`config.mk`:
```
export PLATFORM = sky130hd
export DESIGN_NAME = blob_binarizer_flat
export DESIGN_NICKNAME = d
export VERILOG_FILES = /design/src/rtl/blob_binarizer_if.sv /design/src/rtl/blob_binarizer.sv /design/src/flat_wrapper.sv
export SDC_FILE = /design/constraint.sdc
export NUM_CORES = 2
export LEC_CHECK = 0
export BUFFER_PORTS_ARGS = -buffer_cell sky130_fd_sc_hd__buf_2
export CORE_UTILIZATION = 35
export CTS_BUF_LIST = sky130_fd_sc_hd__clkbuf_8
export DETAILED_ROUTE_END_ITERATION = 8
export PLACE_DENSITY_LB_ADDON = 0.2
export SYNTH_ARGS = -nofsm -noshare
export SYNTH_HDL_FRONTEND = slang
export SYNTH_SLANG_ARGS = --single-unit
```
`constraint.sdc`:
```
create_clock -name i_clk -period 6.6 [get_ports i_clk]
set_input_delay 0.33 -clock i_clk [delete_from_list [all_inputs] [get_ports i_clk]]
set_output_delay 0.33 -clock i_clk [all_outputs]
set_load 0.005 [all_outputs]
```
`src/rtl/blob_binarizer_if.sv`:
```
// Pixel stream bundle between the camera front end and blob_binarizer.
// The master drives the RGB beats; the slave returns the filtered bit stream.
interface blob_binarizer_if #(
  parameter int PIX_W = 10
);
  logic             i_valid;
  logic             i_sof;
  logic [PIX_W-1:0] i_red;
  logic [PIX_W-1:0] i_green;
  logic [PIX_W-1:0] i_blue;
  logic [PIX_W-1:0] i_threshold;
  logic             i_invert;
  logic             o_valid;
  logic             o_seq;
  logic             o_sof;
  logic             o_eof;
  logic             o_busy;

  modport master (
    output i_valid, i_sof, i_red, i_green, i_blue, i_threshold, i_invert,
    input  o_valid, o_seq, o_sof, o_eof, o_busy
  );

  modport slave (
    input  i_valid, i_sof, i_red, i_green, i_blue, i_threshold, i_invert,
    output o_valid, o_seq, o_sof, o_eof, o_busy
  );
endinterface

```
`src/rtl/blob_binarizer.sv`:
```
// RGB -> gray -> threshold -> 3x3 majority filter, emitting one bit per pixel in raster order.
// A bit history of two lines plus three pixels provides the full window around each output.
module blob_binarizer #(
  parameter int IMG_COL = 640,
  parameter int IMG_ROW = 480,
  parameter int PIX_W   = 10
) (
  input  logic            i_clk,
  input  logic            i_rst_n,
  blob_binarizer_if.slave bus
);
  localparam int TOTAL = IMG_COL * IMG_ROW;
  localparam int IDX_W = $clog2(TOTAL);
  localparam int COL_W = $clog2(IMG_COL);
  localparam int ROW_W = $clog2(IMG_ROW);
  localparam int HIST  = 2 * IMG_COL + 2;
  localparam logic [IDX_W-1:0] FIRST_OUT = IDX_W'(IMG_COL + 1);
  localparam logic [IDX_W-1:0] LAST_IN   = IDX_W'(TOTAL - 1);
  localparam logic [COL_W-1:0] LAST_COL  = COL_W'(IMG_COL - 1);
  localparam logic [ROW_W-1:0] LAST_ROW  = ROW_W'(IMG_ROW - 1);

  typedef enum logic [1:0] {IDLE = 2'd0, RUN = 2'd1, FLUSH = 2'd2} state_t;

  state_t           state, next_state;
  logic [IDX_W-1:0] in_idx, cur_idx;
  logic [ROW_W-1:0] out_row;
  logic [COL_W-1:0] out_col;
  logic [PIX_W-1:0] thr_r, thr_use;
  logic             inv_r, inv_use;
  logic [HIST-1:0]  hist;
  logic [HIST:0]    stream;
  logic [PIX_W+1:0] gray_sum;
  logic [8:0]       window;
  logic             accept, restart, shift, emit, last_out, pix_bit, filt_bit;
  logic             top_ok, bot_ok, left_ok, right_ok;

  function automatic logic majority9(input logic [8:0] w);
    logic [3:0] cnt;
    cnt = 4'd0;
    for (int i = 0; i < 9; i++) begin
      cnt = cnt + {3'd0, w[i]};
    end
    return (cnt >= 4'd5);
  endfunction

  // next-state, beat acceptance and window assembly
  always_comb begin
    next_state = state;
    accept     = 1'b0;
    restart    = 1'b0;
    last_out   = (out_row == LAST_ROW) && (out_col == LAST_COL);
    case (state)
      IDLE: begin
        if (bus.i_valid && bus.i_sof) begin
          accept     = 1'b1;
          restart    = 1'b1;
          next_state = RUN;
        end else begin
          next_state = IDLE;
        end
      end
      RUN: begin
        if (bus.i_valid) begin
          accept     = 1'b1;
          restart    = bus.i_sof;
          next_state = (!bus.i_sof && (in_idx == LAST_IN)) ? FLUSH : RUN;
        end else begin
          next_state = RUN;
        end
      end
      FLUSH: begin
        next_state = last_out ? IDLE : FLUSH;
      end
      default: begin
        next_state = IDLE;
      end
    endcase

    shift    = accept || (state == FLUSH);
    cur_idx  = restart ? '0 : in_idx;
    thr_use  = restart ? bus.i_threshold : thr_r;
    inv_use  = restart ? bus.i_invert : inv_r;
    gray_sum = {2'b00, bus.i_red} + {1'b0, bus.i_green, 1'b0} + {2'b00, bus.i_blue};
    pix_bit  = accept && ((gray_sum[PIX_W+1:2] >= thr_use) ^ inv_use);
    stream   = {hist, pix_bit};
    emit     = (state == FLUSH) || (accept && !restart && (cur_idx >= FIRST_OUT));

    // Newest bit is the bottom-right neighbour of the output pixel; masks stop edge wrap.
    top_ok   = (out_row != '0);
    bot_ok   = (out_row != LAST_ROW);
    left_ok  = (out_col != '0);
    right_ok = (out_col != LAST_COL);
    window   = {stream[2*IMG_COL+2] & top_ok & left_ok,
                stream[2*IMG_COL+1] & top_ok,
                stream[2*IMG_COL]   & top_ok & right_ok,
                stream[IMG_COL+2]   & left_ok,
                stream[IMG_COL+1],
                stream[IMG_COL]     & right_ok,
                stream[2]           & bot_ok & left_ok,
                stream[1]           & bot_ok,
                stream[0]           & bot_ok & right_ok};
    filt_bit = majority9(window);
  end

  // state, counters, history and registered outputs
  always_ff @(posedge i_clk or negedge i_rst_n) begin
    if (!i_rst_n) begin
      state       <= IDLE;
      in_idx      <= '0;
      out_row     <= '0;
      out_col     <= '0;
      thr_r       <= '0;
      inv_r       <= 1'b0;
      hist        <= '0;
      bus.o_valid <= 1'b0;
      bus.o_seq   <= 1'b0;
      bus.o_sof   <= 1'b0;
      bus.o_eof   <= 1'b0;
    end else begin
      state <= next_state;
      if (restart) begin
        thr_r <= bus.i_threshold;
        inv_r <= bus.i_invert;
      end
      if (accept) begin
        in_idx <= cur_idx + IDX_W'(1);
      end
      if (shift) begin
        hist <= stream[HIST-1:0];
      end
      if (restart) begin
        out_row <= '0;
        out_col <= '0;
      end else if (emit) begin
        if (out_col == LAST_COL) begin
          out_col <= '0;
          out_row <= (out_row == LAST_ROW) ? '0 : out_row + ROW_W'(1);
        end else begin
          out_col <= out_col + COL_W'(1);
        end
      end
      bus.o_valid <= emit;
      bus.o_seq   <= emit && filt_bit;
      bus.o_sof   <= emit && (out_row == '0) && (out_col == '0);
      bus.o_eof   <= emit && last_out;
    end
  end

  assign bus.o_busy = (state == FLUSH);
endmodule

```
`src/flat_wrapper.sv`:
```
// flat-port wrapper written by rule: the top's interface ports become plain ports
module blob_binarizer_flat 
#(
  parameter int IMG_COL = 640,
  parameter int IMG_ROW = 480,
  parameter int PIX_W   = 10
)
  (i_clk, i_rst_n, bus_i_valid, bus_i_sof, bus_i_red, bus_i_green, bus_i_blue, bus_i_threshold, bus_i_invert, bus_o_valid, bus_o_seq, bus_o_sof, bus_o_eof, bus_o_busy);
  blob_binarizer_if #(.PIX_W(PIX_W)) bus_i ();
  input  logic i_clk;
  input  logic i_rst_n;
  input wire logic [$bits(bus_i.i_valid)-1:0] bus_i_valid;
  input wire logic [$bits(bus_i.i_sof)-1:0] bus_i_sof;
  input wire logic [$bits(bus_i.i_red)-1:0] bus_i_red;
  input wire logic [$bits(bus_i.i_green)-1:0] bus_i_green;
  input wire logic [$bits(bus_i.i_blue)-1:0] bus_i_blue;
  input wire logic [$bits(bus_i.i_threshold)-1:0] bus_i_threshold;
  input wire logic [$bits(bus_i.i_invert)-1:0] bus_i_invert;
  output wire logic [$bits(bus_i.o_valid)-1:0] bus_o_valid;
  output wire logic [$bits(bus_i.o_seq)-1:0] bus_o_seq;
  output wire logic [$bits(bus_i.o_sof)-1:0] bus_o_sof;
  output wire logic [$bits(bus_i.o_eof)-1:0] bus_o_eof;
  output wire logic [$bits(bus_i.o_busy)-1:0] bus_o_busy;
  assign bus_i.i_valid = bus_i_valid;
  assign bus_i.i_sof = bus_i_sof;
  assign bus_i.i_red = bus_i_red;
  assign bus_i.i_green = bus_i_green;
  assign bus_i.i_blue = bus_i_blue;
  assign bus_i.i_threshold = bus_i_threshold;
  assign bus_i.i_invert = bus_i_invert;
  assign bus_o_valid = bus_i.o_valid;
  assign bus_o_seq = bus_i.o_seq;
  assign bus_o_sof = bus_i.o_sof;
  assign bus_o_eof = bus_i.o_eof;
  assign bus_o_busy = bus_i.o_busy;
  blob_binarizer #(.IMG_COL(IMG_COL), .IMG_ROW(IMG_ROW), .PIX_W(PIX_W)) u_core (.i_clk(i_clk), .i_rst_n(i_rst_n), .bus(bus_i));
endmodule
```
**Word-level counts from Yosys, hierarchy flattened**

Cells that the tools add are included.

- $add $sub $neg: 13
- Order comparisons: 3
- Equality and inequality tests: 7
- Muxes and demuxes: 20
- Bitwise operators: 13
- Reduce and logical (&&, ||, !) cells: 22

Operators with widths:

| operator | count |
|---|---|
| $mux W10 | 4 |
| $mux W9 | 4 |
| $add A4 B1 Y4 | 7 |
| $add A19 B1 Y19 const B | 1 |
| $eq A19 B19 Y1 const B | 1 |
| $ge A19 B10 Y1 const B | 1 |
| $mux W19 | 1 |
| $add A10 B11 Y12 | 1 |
| $add A12 B10 Y12 | 1 |
| $and A1 B1 Y1 | 12 |
| $add A10 B1 Y10 const B | 1 |
| $eq A10 B10 Y1 const B | 1 |
| $ge A10 B10 Y1 | 1 |
| $logic_and A1 B1 Y1 | 10 |
| $logic_not A10 Y1 | 1 |
| $ne A10 B10 Y1 const B | 1 |
| $reduce_bool A10 Y1 | 1 |
| $add A9 B1 Y9 const B | 1 |
| $eq A9 B9 Y1 const B | 1 |
| $logic_not A9 Y1 | 1 |
| $ne A9 B9 Y1 const B | 1 |
| $reduce_bool A9 Y1 | 1 |
| $mux W2 | 3 |
| $pmux W2 S3 | 1 |
| 12 further kinds | 20 |

- Flip-flop bits (word level): 1337
- Bits of input ports: 45
- Output and inout port bits: 5

**Depth between registers and ports, before layout**

- Depth in word-level cells: 19
- Depth in mapped cells: 28
- Gate-level depth less buffers: 28

**Least setup slack after synthesis**

OpenSTA, ideal clock, no wires.

- Kind: input to register
- From: in bus_i_blue[1]
- To: reg u_core.bus.o_seq
- Arrival time: 6.513 ns
- Data required time: 6.476 ns
- Path slack: -0.037 ns
- Stages on the path: 27
- Buffers on the path: 0
- Path through: inv_1 fa_1 nor2_1 fa_1 a21o_1 a211oi_1 nor2_1 o41ai_1 o21ai_0 ha_1 o21ai_0 a2111oi_0 or4_1 a21oi_1 ha_1 inv_1 fa_1 fa_1 fa_1 inv_1 ha_1 inv_1 fa_1 inv_1 o22ai_1 a21oi_1 o31a_1

- Longest elaborated chain between the ends: 16

RTL lines:

| item | line | text |
|---|---|---|
| start, declared | flat_wrapper.sv:16 | `input wire logic [$bits(bus_i.i_blue)-1:0] bus_i_blue;` |
| $add A12 B10 Y12 | blob_binarizer.sv:83 | `gray_sum = {2'b00, bus.i_red} + {1'b0, bus.i_green, 1'b0} + {2'b00, bus.i_blue};` |
| $ge A10 B10 Y1 | blob_binarizer.sv:84 | `pix_bit = accept && ((gray_sum[PIX_W+1:2] >= thr_use) ^ inv_use);` |
| $xor A1 B1 Y1 | blob_binarizer.sv:84 |  |
| $logic_and A1 B1 Y1 | blob_binarizer.sv:84 |  |
| $and A1 B1 Y1 (2 in series) | blob_binarizer.sv:101 | `stream[0] & bot_ok & right_ok};` |
| $add A1 B1 Y2 | blob_binarizer.sv:41 | `cnt = cnt + {3'd0, w[i]};` |
| $add A4 B1 Y4 (7 in series) | blob_binarizer.sv:41 |  |
| $ge A4 B3 Y1 | blob_binarizer.sv:43 | `return (cnt >= 4'd5);` |
| $logic_and A1 B1 Y1 | blob_binarizer.sv:143 | `bus.o_seq <= emit && filt_bit;` |
| end signal, assigned | blob_binarizer.sv:143 |  |
| end, declared | blob_binarizer_if.sv:26 | `output o_valid, o_seq, o_sof, o_eof, o_busy` |

Every way passes these cells.
A chain may end at the register's enable or synchronous reset.

**Final worst setup path**

Ends and elaborated chain as after synthesis.

==> metrics.csv <==
stage,metric,value,unit
status,status,completed,
sta,fin_skew,0.0371,ns
floorplanning,die_w,387,um
clock_tree,htreeDepth,4,
critical_path,worst_path_max_delay_cell,fa_1,
power_and_ir_drop,power_density,284,nW/um^2
place,dp_hpwl,46.5,mm
sta,clock.fmax,159,MHz
clock_tree,cts_sinks,1337,
yosys,synthMuxAreaShare,0.251,%
yosys,synth_flop_cell,dfrtp_1,
finish,layout_commonest_cell,nand2_1,
finish,design_area,58900,um^2
critical_path,worst-path-max-fanout,3,
drt,antenna_left,0,
global_route,grt_max_degree,209,
yosys,seq_area_frac_synth,64.4,%
yosys,yosysWarnings,0,
sta,max_slew_margin,29.0,%
drt,drt_wl_total,90.6,mm
yosys,synth_area,51900,um^2
critical_path,crit_start,bus_i_blue[1],
critical_path,r2r_slack,0.40,ns
critical_path,crit_required,7.35,ns
yosys,postSynth.asyncResetShare,100,%
yosys,ys_ff_latch,1337,
critical_path,endpoint_kind,flop,
critical_path,startpoint_type,primary input,
sta,layout_min_cycle_time,6.31,ns
yosys,synth-xor-area-share,0.354,%
drt,vias,35684,
sta,finalMaxSlewViolations,0,
clock_tree,post_cts_buffers,0,
sta,rsz0062_at_grt,false,
finish,final_cell_mix,"nand2_1 (3,873), dfrtp_1 (1,336), clkbuf_8 (294)",
yosys,syn_nets,5957,
yosys,synth_cells,5866,
critical_path,rr_startpoint,u_core.state[1]$_DFF_PN0_,
sta,worstMarginPinSlew,1.06,ns
yosys,yosysTopAreaCell,dfrtp_1,
clock_tree,clk_latency,0.90,ns
drt,dr.pass1.iters,4,
sta,fin_crit_sh,95.6,%
yosys,synth.top_cell.area_share,64.4,%
drt,drc,0,
floorplanning,core,146000,um^2
floorplanning,fp.dieH,387,um
yosys,synth_top_family_by_area,simple AND/OR/NAND/NOR gates,
yosys,synthAdderAreaFrac,1.33,%
critical_path,max_stage_delay,0.55,ns
global_route,grt-ovfl-total,0,
place,gp_congestion,0.753,
drt,dr.first_iter.drc_count,2688,
power_and_ir_drop,ir_drop,178,uV
critical_path,crit_type,in -> reg,
floorplanning,dieArea,150000,um^2
place,io_buffers,49,
yosys,synth.distinct_cells,58,
global_route,grt_pass1_wl,164,mm
clock_tree,cts_buffer_depth,3,
critical_path,crit_buf_inv,8,
yosys,synth-simple-area-share,29.8,%
global_route,grt_pass1_vias,34954,
run,maxCapViolCount,0,
finish,drive_gt1_share,7.69,%
drt,viasPerCell,4.44,
finish,area_growth,13.4,%
yosys,yosys-top-cells-area,"dfrtp_1 (64%), nand2_1 (28%), buf_2 (1.3%)",
clock_tree,tritoncts,built,
yosys,synth-edff-count,0,
clock_tree,cts_made_buffers,219,
critical_path,crit_top_cell,fa_1,
power_and_ir_drop,leakage,33.7,nW
finish,nets,6026,
drt,wl_per_cell,11.3,um
finish,nFillCells,14681,
global_route,antenna_found_initial,1,
floorplanning,ios,50,
sta,finalSetupViolations,0,
hold_path,worstHoldPathType,in -> async,
global_route,grt_util_all_layers,12.4,%
clock_tree,path_clk_slew,0.06,ns
critical_path,cpLargestDelayFamily,adder cells,
sta,setup_tns,0,ns
floorplanning,initial_core_util,35.5,%
floorplanning,rows,140,
yosys,avgSynthCellArea,8.85,um^2
sta,hold_viol_final,0,
yosys,synth-compound-area-share,0.979,%
place,place_area,54100,um^2
critical_path,cp.arrival,7.06,ns
clock_tree,cts-root-buf,clkbuf_8,
## report_power, final
part / total, mW / switching, mW / internal, mW
clock: 7.33 / 3.29 / 4.04
sequential: 8.33 / 0.0521 / 8.28
combinational: 1.02 / 0.774 / 0.250
## final timing paths
path                       cells past startpoint                             to
max in group asynchronous                      4   u_core.hist[597]$_DFFE_PN0P_
setup reg to reg                              26     u_core.bus.o_seq$_DFF_PN0_
min in group i_clk                             4      u_core.thr_r[4]$_DFF_PN0_
hold reg to reg                                2   u_core.hist[712]$_DFFE_PN0P_
setup / recovery                              31     u_core.bus.o_seq$_DFF_PN0_
hold / removal                                 2  u_core.out_col[2]$_DFFE_PN0P_
## metrics by stage
stage | power [mW] | setup WS (ns) | hold slack, ns | std cells | util, %
final | 16.7 | 0.292 | 0.0343 | 8030 | 40.2
after global routing | 17.6 | 0.0104 | 0.114 | 8030 | 40.2
after CTS | 17.1 | 0.215 | 0.0429 | 8029 | 40.2
after detailed placement | 9.52 | -0.514 | 0.431 | 7615 | 36.9
after global placement | 9.52 | -0.573 | 0.438 | 7615 | 36.9
after floorplan | 9.10 | 0.00807 | 0.0344 | 5866 | -
## state kept, by name, summed over array words and instances (netlist names)
register	flops
u_core.thr_r	10
u_core.bus.o_sof	1
u_core.in_idx	19
u_core.hist	1282
u_core.out_col	10
u_core.state	2
u_core.bus.o_seq	1
u_core.out_row	9
u_core.bus.o_eof	1
u_core.inv_r	1
u_core.bus.o_valid	1
## routing by layer
layer / GRT usage, % / up-vias / routed length (um)
met5: 0 / - / 0
met4: 4.39 / 0 / 2150
met3: 2.89 / 186 / 3120
met2: 19.2 / 336 / 39600
met1: 17.0 / 17165 / 45800
li1: - / 17997 / -
## cell type report
class / instances / area (um^2) / area share [%]
clock buffers: 294 / 4050 / 6.88
clock inverters: 104 / 532 / 0.904
diodes: 1 / 2.50 / 0.00425
well taps: 1917 / 2400 / 4.08
multi-input cells: 4192 / 17000 / 28.9
inverters: 36 / 135 / 0.230
flip-flops and latches: 1337 / 33500 / 56.9
repair buffers: 149 / 1250 / 2.13
## synth_stat cells, types with 4 or more instances
library cell,number
and4_1,6
nand2b_1,6
buf_1,28
mux2i_1,13
or3_1,5
clkbuf_1,134
ha_1,31
and2_1,7
nor4_1,9
nand4b_1,6
or4_1,6
o211ai_1,4
o21ai_0,16
xnor2_1,9
and3_1,5
buf_2,136
inv_1,36
nand2_1,3874
nor2_1,36
nand4_1,24
xor2_1,12
nor3_1,7
fa_1,15
nand3_1,25
a21oi_1,21
o31ai_1,8
dfrtp_1,1337
## cell families after synthesis
kind of cell,after synthesis
muxes,13
AOI/OAI and AO/OA,78
buffers and inverters,337
and+or+nand+nor,4034
DFF,1337
xor gates and xnor gates,21
adders and majority gates,46
## repair_timing
item / 4_1_cts / 5_1_grt
hold buffers: 16 / 0
setup endpoints to repair: 0 / 1
hold endpoints to repair: 148 / 0
gates resized for setup: 0 / 5
Power figures use the tool's default switching activity.
